<file path="src/rtl/score_display_ctrl.sv">
// rtl/score_display_ctrl.sv - score-to-BCD sequencer and digit source mux for the seven-segment scanner
//
// Ports:
//   clk          system clock, rising edge
//   rst          synchronous active-high reset
//   score        14-bit binary score (saturated to 9999)
//   score_valid  one-cycle conversion request
//   level        current level 0..15
//   level_up     one-cycle pulse, starts/restarts the level overlay
//   game_over    level signal, forces "EEEE" on the display
//   busy         conversion in progress
//   s4..s1       digit codes to the scanner, s4 leftmost

module score_display_ctrl #(
    parameter int HOLD_CYCLES = 50000000
) (
    input  logic        clk,
    input  logic        rst,
    input  logic [13:0] score,
    input  logic        score_valid,
    input  logic [3:0]  level,
    input  logic        level_up,
    input  logic        game_over,
    output logic        busy,
    output logic [3:0]  s4,
    output logic [3:0]  s3,
    output logic [3:0]  s2,
    output logic [3:0]  s1
);

    localparam int HOLD_W = $clog2(HOLD_CYCLES + 1);
    localparam logic [HOLD_W-1:0] HOLD_LOAD = HOLD_W'(HOLD_CYCLES);

    typedef enum logic {
        IDLE,
        CONV
    } state_t;

    state_t             state;
    state_t             state_next;

    logic [13:0]        bin;
    logic [15:0]        bcd;
    logic [3:0]         iter;
    logic [13:0]        pend_val;
    logic               pending;
    logic [15:0]        digits;

    logic [13:0]        score_sat;
    logic [15:0]        bcd_adj;
    logic [15:0]        bcd_shift;
    logic [13:0]        bin_shift;
    logic               commit;
    logic               restart;

    logic [HOLD_W-1:0]  hold_cnt;
    logic [3:0]         lvl;
    logic               overlay;
    logic [3:0]         lvl_tens;
    logic [3:0]         lvl_ones;

    // ---------------------------------------------------------------
    // Shift-add-3 datapath
    // ---------------------------------------------------------------
    always_comb begin
        score_sat = (score > 14'd9999) ? 14'd9999 : score;
        bcd_adj   = bcd;
        for (int i = 0; i < 4; i++) begin
            if (bcd[4*i +: 4] >= 4'd5) begin
                bcd_adj[4*i +: 4] = bcd[4*i +: 4] + 4'd3;
            end
        end
        bcd_shift = {bcd_adj[14:0], bin[13]};
        bin_shift = {bin[12:0], 1'b0};
        commit    = (state == CONV) && (iter == 4'd13);
        // A request arriving on the commit cycle counts as pending too, so
        // exactly one restart follows and the newest value is used.
        restart   = commit && (pending || score_valid);
    end

    // ---------------------------------------------------------------
    // Conversion FSM: state register / next state / outputs
    // ---------------------------------------------------------------
    always_ff @(posedge clk) begin
        if (rst) begin
            state <= IDLE;
        end else begin
            state <= state_next;
        end
    end

    always_comb begin
        state_next = state;
        case (state)
            IDLE: begin
                if (score_valid) begin
                    state_next = CONV;
                end
            end
            CONV: begin
                if (commit && !restart) begin
                    state_next = IDLE;
                end
            end
            default: state_next = IDLE;
        endcase
    end

    always_comb begin
        busy = (state == CONV);
    end

    always_ff @(posedge clk) begin
        if (rst) begin
            bin      <= '0;
            bcd      <= '0;
            iter     <= '0;
            pend_val <= '0;
            pending  <= 1'b0;
            digits   <= '0;
        end else begin
            case (state)
                IDLE: begin
                    if (score_valid) begin
                        bin  <= score_sat;
                        bcd  <= '0;
                        iter <= '0;
                    end
                end
                CONV: begin
                    if (commit) begin
                        digits <= bcd_shift;
                        if (restart) begin
                            bin     <= score_valid ? score_sat : pend_val;
                            bcd     <= '0;
                            iter    <= '0;
                            pending <= 1'b0;
                        end
                    end else begin
                        bin  <= bin_shift;
                        bcd  <= bcd_shift;
                        iter <= iter + 4'd1;
                        if (score_valid) begin
                            pend_val <= score_sat;
                            pending  <= 1'b1;
                        end
                    end
                end
                default: ;
            endcase
        end
    end

    // ---------------------------------------------------------------
    // Level overlay timer; a reload beats the final decrement
    // ---------------------------------------------------------------
    always_ff @(posedge clk) begin
        if (rst) begin
            hold_cnt <= '0;
            lvl      <= '0;
        end else if (level_up) begin
            hold_cnt <= HOLD_LOAD;
            lvl      <= level;
        end else if (hold_cnt != '0) begin
            hold_cnt <= hold_cnt - 1'b1;
        end
    end

    always_comb begin
        overlay  = (hold_cnt != '0);
        lvl_tens = (lvl >= 4'd10) ? 4'd1 : 4'd0;
        lvl_ones = (lvl >= 4'd10) ? lvl - 4'd10 : lvl;
    end

    // ---------------------------------------------------------------
    // Registered display source mux
    // ---------------------------------------------------------------
    always_ff @(posedge clk) begin
        if (rst) begin
            {s4, s3, s2, s1} <= '0;
        end else if (game_over) begin
            {s4, s3, s2, s1} <= 16'hFFFF;
        end else if (overlay) begin
            {s4, s3, s2, s1} <= {4'd0, 4'd0, lvl_tens, lvl_ones};
        end else begin
            {s4, s3, s2, s1} <= digits;
        end
    end

endmodule

</file>
<file path="config.mk">
export PLATFORM = sky130hd
export DESIGN_NAME = score_display_ctrl
export DESIGN_NICKNAME = d
export VERILOG_FILES = /design/src/rtl/score_display_ctrl.sv
export SDC_FILE = /design/constraint.sdc
export NUM_CORES = 1
export LEC_CHECK = 0
export CORE_MARGIN = 4
export CORE_UTILIZATION = 50
export DETAILED_ROUTE_END_ITERATION = 10
export DONT_BUFFER_PORTS = 1
export PLACE_DENSITY = 0.63
export REMOVE_ABC_BUFFERS = 1
export SLEW_MARGIN = 20
export SYNTH_ARGS = -nofsm -noshare
export SYNTH_HDL_FRONTEND = slang
export SYNTH_SLANG_ARGS = --single-unit
</file>
<file path="constraint.sdc">
create_clock -name clk -period 2.7 [get_ports clk]
set_input_delay 0.675 -clock clk [delete_from_list [all_inputs] [get_ports clk]]
set_output_delay 0.675 -clock clk [all_outputs]
set_load 0.02 [all_outputs]
</file>
After elaboration in Yosys (flattened, before gate mapping):

Cells that the tools add are included.

* bitwise logic cells: 2
* magnitude comparators: 6
* add/subtract/negate cells: 7
* eq/ne operators: 4
* reductions and logical operators: 13
* multiplexer cells: 36

Operators by type and width (number)
* $mux 14: 5
* $mux 4: 15
* $mux 26: 2
* $mux 16: 3
* $pmux 16 s2: 1
* $pmux 14 s2: 1
* $reduce_bool 26->1: 1
* $sub 26x1->26 const B: 1
* $ge 4x3->1 const B: 4
* $gt 14x14->1 const B: 1
* $add 4x2->4 const B: 3
* $pmux 4 s2: 1
* $mux 1: 6
* $reduce_and 2->1: 3
* $add 4x1->4 const B: 1
* $eq 4x4->1 const B: 1
* $ge 4x4->1 const B: 1
* $reduce_bool 2->1: 2
* $sub 4x4->4 const B: 1
* $add 3x2->3 const B: 1
* $logic_and 1x1->1: 3
* $mux 3: 1
* $ne 3x2->1 const B: 1
* $reduce_and 3->1: 1
* 7 further kinds: 8

* register bits: 112
* output and inout port bits: 17
* input port bits: 23

Longest topological paths before layout:

* depth after elaboration: 7
* gate-level depth with buffers: 9

Least setup slack after synthesis:

OpenSTA, ideal clock, no wires.

* path type: register to register
* from: reg hold_cnt[14]
* to: reg hold_cnt[24]
* setup time: 0.070 ns
* cell stages (with the launch flop): 7
* data required time: 2.630 ns
* slack: 0.375 ns
* arrival time: 2.256 ns
* clock period less this slack: 2.325 ns
* cell sequence: dfxtp_1 -> buf_6 -> or4_4 -> or2_4 -> or4_1 -> or4b_1 -> a21oi_1

* cells in the longest elaborated chain, start to end: 1
* elaborated cells between the ends (all ways): 2
* those cells by class: add/sub (1); reduce/logical (1)

Ends and longest elaborated chain
* start: declaration: line 56 `logic [HOLD_W-1:0] hold_cnt;`
* start signal: assignment: line 165 `hold_cnt <= hold_cnt - 1'b1;`
* $sub 26x1->26 / $reduce_bool 26->1 (equally long branches): line 165, 164

Parallel ways exist; a longest one is shown, timed or not.
A chain may end at the register's enable or synchronous reset.

Worst setup path in the final report:

* from: reg hold_cnt[2]
* to: reg hold_cnt[23]

* cells in the longest elaborated chain, start to end: 3
* elaborated cells between the ends (all ways): 5
* those cells by class: add/sub (1); mux (2); reduce/logical (2)

Ends and longest elaborated chain
* $sub 26x1->26: line 165
* $mux 26: line 164 `end else if (hold_cnt != '0) begin`
* $mux 26: line 161 `end else if (level_up) begin`

Parallel ways exist; a longest one is shown, timed or not. The select of a mux whose other input is x is not followed.

==> flow_summary.json <==
{
  "cts-root-buf": "clkbuf_8",
  "design_area_sq_um": 5380,
  "ioPinCount": 40,
  "ctsResizeCount": 0,
  "yosys.area.top_type": "dfxtp_1",
  "startpoint_type": "register",
  "cts_made_buffers": 9,
  "synth_cells": 613,
  "grt_pass1_wl_mm": 18.3,
  "postRouteAntennaNets": 0,
  "holdPathStages": 1,
  "synth_edf_count": 0,
  "grt_max_degree": 100,
  "crit_buf_inv": 0,
  "crit_fanout": 8,
  "synth_area_leaders": "dfxtp_1 44%, nor2_1 7.6%, a21oi_1 5.4%",
  "cts_sinks": 112,
  "worst_pin_slew_ps": 763,
  "outcome": "finished, final reports clean",
  "yosys.cell_count.top_type": "dfxtp_1",
  "synth.mux.area_fraction_pct": 1.78,
  "synth_compound_gate_area_share_pct": 20.3,
  "tns_ps": 0,
  "finClkSkew_ps": 13.5,
  "hold_class": "input pin to register",
  "cts_hold_buf": 0,
  "synthAdderAreaFrac_pct": 2.96,
  "drive_gt1_share_pct": 6.81,
  "clock_latency_ps": 380,
  "post-route-period-util_pct": 90.2,
  "finalHoldViolCount": 0,
  "crit_required_ps": 2960,
  "htree_num_levels": 3,
  "drcViolationCount": 0,
  "holdCritStartpoint": "rst",
  "holdPathEnd": "hold_cnt[7]",
  "p_leak_nw": 1.92,
  "cts_setup_buffers": 0,
  "num_rows": 36,
  "slowest_delay_ps": 620,
  "synth_top_family_by_area": "simple AND/OR/NAND/NOR gates",
  "synth-simple-area-share_pct": 22.4,
  "r2r_start": "hold_cnt[2]",
  "synth-seq-cells": 112,
  "overflow": 0,
  "slowest_stage": "or4_1",
  "drt_first_pass_iters": 5,
  "synth_top_area_share_pct": 44.2,
  "post-route-min-period_ps": 2440,
  "synth_seq_area_share_pct": 44.2,
  "slew_viol_final": 0,
  "max_slew_margin_pct": 49.1,
  "r2r_cells": 5,
  "synth-async-reset-ratio_pct": 0,
  "chipHeight_microns": 109,
  "routed_wl_mm": 10.7,
  "r2r-end": "hold_cnt[23]",
  "clockBufferDepth": 2,
  "initial_utilization_pct": 51.6,
  "arrival_ps": 2700,
  "cts_tree": "yes",
  "path_delay_family": "simple AND/OR/NAND/NOR gates",
  "gp_congestion": 0.798,
  "synth_flop_cell": "dfxtp_1",
  "synth_xor_area_share_pct": 3.45,
  "power_density_nw_per_um2": 601,
  "area_growth_pct": 6.04,
  "endpoint_kind": "register",
  "syn_area_per_cell_sq_um": 8.27,
  "synthesis.area_sq_um": 5070,
  "port_buffers": 0,
  "dieArea_sq_um": 11800,
  "hpwl_mm": 7.11,
  "maxCapViolations": 0,
  "viasPerCell": 5.76,
  "synth.top_cells.by_count": "112 x dfxtp_1, 103 x nor2_1, 55 x a21oi_1",
  "crit_chain": "or4_4, or4_1, o211ai_2, nor3_1, a2111oi_0",
  "drt_iter0_drc": 230,
  "finalSetupViolations": 0,
  "core_area_sq_um": 9820,
  "nets": 632,
  "rsz0062_at_grt": "false",
  "r2r_slack_ps": 260,
  "ir_drop_mv": 0.249,
  "post_dp_cell_area_sq_um": 5170,
  "die_w_microns": 109,
  "critical_path_class": "register to register",
  "vias": 4233,
  "avgRoutedWirePerCell_microns": 14.6,
  "fmax_ghz": 0.410,
  "synth_cell_type_count": 53,
  "yosysWarnings": 0,
  "grt_usage_pct": 19.0,
  "clk_pin_slew_ps": 100,
  "antenna_found_initial": 0,
  "diodes": 0,
  "grt_pass1_vias": 3979
}
==> cells by family after synthesis <==
| kind of cell | count (synthesis) |
|---|---|
| AND/OR/NAND/NOR | 239 |
| buffers and inverters | 62 |
| XOR/XNOR | 20 |
| multiplexers | 9 |
| AO/OA/AOI/OAI | 159 |
| adder cells (fa/ha/maj) | 12 |
| flip-flops | 112 |
==> flip-flops by register name (all words and copies together) (netlist names) <==
name	cells
s3	4
busy	1
s2	4
s1	4
pend_val	14
bcd	16
lvl	4
bin	14
digits	16
iter	4
s4	4
hold_cnt	26
pending	1
==> power breakdown <==
group	switching [mW]	internal [mW]	total (mW)	leakage, nW
Sequential	0.0828	1.73	1.82	0.919
Clock	0.569	0.458	1.03	0.102
Combinational	0.219	0.168	0.387	0.895
==> how the worst max path moves through the flow <==
stage / start / end / slack (ps) / depth (start not counted)
finish: hold_cnt[2] / hold_cnt[23] / 260 / 5
CTS: hold_cnt[2] / hold_cnt[23] / 230 / 5
global placement: hold_cnt[2] / hold_cnt[23] / 310 / 5
floorplan: hold_cnt[2] / hold_cnt[23] / 270 / 5
detailed placement: hold_cnt[2] / hold_cnt[25] / 240 / 5
global route: hold_cnt[2] / hold_cnt[23] / 70 / 5
==> metrics by stage <==
step	hold slack [ps]	total power, mW	utilization (%)	setup WS [ps]	cells
finish	359	3.23	54.8	263	735
global route	346	3.39	54.8	74.4	735
CTS	346	3.27	54.8	234	735
detailed placement	438	2.24	52.7	244	719
global placement	432	2.23	52.7	312	719
floorplan	426	2.14	-	268	574
==> placed cells by master, fill, tap and decap left out, drive strengths merged, types with 5 or more instances in the layout <==
master	n
a311oi	7
nand3	17
nor2	104
xnor2	8
or3	5
nand2b	6
a31oi	15
nor4	7
a211oi	15
nand3b	5
dfxtp	112
a221o	7
o21ai	22
or4	6
ha	12
nand2	40
a22oi	12
nand4	5
xor2	12
mux2i	9
nor3	27
a21oi	55
a2111oi	5
buf	12
nor3b	6
clkbuf	10
inv	23
o211ai	7
==> metal layers <==
layer  wire (microns)  vias up  share of wire (%)  global-route usage [%]
met5                0        -                  0                       0
met4              175        0                1.6                    8.03
met3              545       17                5.1                    3.02
met2             4710       82                 44                    30.2
met1             5300     1979                 49                    25.7
li1                 -     2155                  -                       -
==> cell type report <==
| type | instances | area, sq um |
|---|---|---|
| Clock inverter | 6 | 68.8 |
| Tap cell | 133 | 166 |
| Sequential cell | 112 | 2240 |
| Clock buffer | 10 | 138 |
| Timing Repair Buffer | 12 | 90.1 |
| Fill cell | 969 | 4440 |
| Multi-Input combinational cell | 439 | 2590 |
| Inverter | 23 | 86.3 |
Note: power is estimated with default switching activity, not from simulation.
==> patch, RTL diff (config.mk and constraints unchanged) <==
Set the parameter `HOLD_CYCLES` to 100000000 (it was 50000000).
--- a/src/rtl/score_display_ctrl.sv
+++ b/src/rtl/score_display_ctrl.sv
@@ -14,3 +14,3 @@
 module score_display_ctrl #(
-    parameter int HOLD_CYCLES = 50000000
+    parameter int HOLD_CYCLES = 100000000
 ) (
Function: same outputs for any inputs over 10 cycles, from zero or initial values and one cycle with rst high; that may be too few to reach the edited logic, so the function may still have changed.
==> patch against the original RTL <==
- wire length grew 6.7%
- worst setup slack gained 0.20 ns
- critical path depth is the same
- critical endpoint unchanged
- sequential cell count grew 1
- power grew 49%
- area after synthesis grew 0.59%
- final area grew 9.4%
==> patch: results (changes against the original RTL) <==
- Vias in the first global route: 4070 (+2.3%)
- First-pass GRT wire length: 19300 um (+5.5%)
- Setup Slack @ Placement: 0.469 ns (+0.224 ns)
- Slew HR: 59.2% (+10 points)
- H-Tree Depth: 4 (+1)
- Placed Area: 5190 um2 (+0.39%)
- Starting DRT DRC Count: 281 (+22%)
- Worst skew pair latency: 0.52 ns (+0.14 ns)
- Max FO, Critical Path: 12 (+4)
- R2R setup slack: 0.46 ns (+0.20 ns)
- Die area: 11900 um2 (+0.54%)
- Register area: 2260 um2 (+0.89%)
- Routability cong.: 0.849 (+6.3%)
- Status: finished clean
- Top cells by area, synth: dfxtp_1, nor2_1, a21oi_1
- Clock network fraction of design power: 53.8% (+22 points)
- Via count: 4302 (+1.6%)
- Shortest period the worst path allows: 2.24 ns (-0.201 ns)
- Layout cells sized above 1: 7.64% (+0.83 points)
- Layout Nets: 637 (+0.79%)
- Sequential area share after synthesis: 44.3% (+0.13 points)
- Final Skew: 0.00764 ns (-0.00584 ns)
- Most frequent cells after synthesis: dfxtp_1, nor2_1, a21oi_1, nand2_1, clkbuf_1
- Critical Path Source: hold_cnt[16]
- Number of sequential cells: 113 (+0.89%)
- Count of non-CTS buffers in the layout: 10 (-2)
[patch: critical path: stages, from the launching register on]
cell and delay, ns:
dfxtp_1 0.33, nor4_2 0.47, nand4b_1 0.52, o21a_1 0.45, and4_1 0.24, nor3_1 0.15
[patch: metal layers]
metal	vias to the layer above	GRT usage [%]	routed length, um	part of all wire (%)
met2	107	33.1	5360	47
met4	0	8.30	187	1.6
met3	19	7.10	713	6.2
met5	-	0	0	0
li1	2178	-	-	-
met1	1998	25.5	5190	45
[patch: stage by stage]
step / cells / power [mW] / hold WS [ns] / util, %
5_1_grt: 748 / 5.01 / 0.204 / 59.6
3_5_place_dp: 716 / 2.26 / 0.442 / 52.6
4_1_cts: 748 / 4.86 / 0.210 / 59.6
3_3_place_gp: 716 / 2.25 / 0.438 / 52.6
2_1_floorplan: 573 / 2.16 / 0.426 / -
6_report: 748 / 4.82 / 0.226 / 59.6
[patch: cell families (layout without fill, tap and decap cells)]
kind of cell | count (synthesis) | count (layout) | share of synthesized area, %
flip-flops | 113 | 113 | 44.3
AO/OA/AOI/OAI | 172 | 172 | 21.5
multiplexers | 12 | 12 | 2.35
buffers and inverters | 59 | 63 | 4.51
XOR/XNOR | 21 | 21 | 3.61
AND/OR/NAND/NOR | 222 | 222 | 20.7
adder cells (fa/ha/maj) | 12 | 12 | 2.94
[patch: worst min path at each step]
stage,depth (start not counted),startpoint,endpoint,slack [ns]
after floorplan,2,bin[11],bin[11],0.43
after global placement,2,bin[12],bin[12],0.44
after detailed placement,2,bin[12],bin[12],0.44
after CTS,1,rst,digits[10],0.21
after global routing,1,rst,digits[15],0.20
final,1,rst,bcd[15],0.23
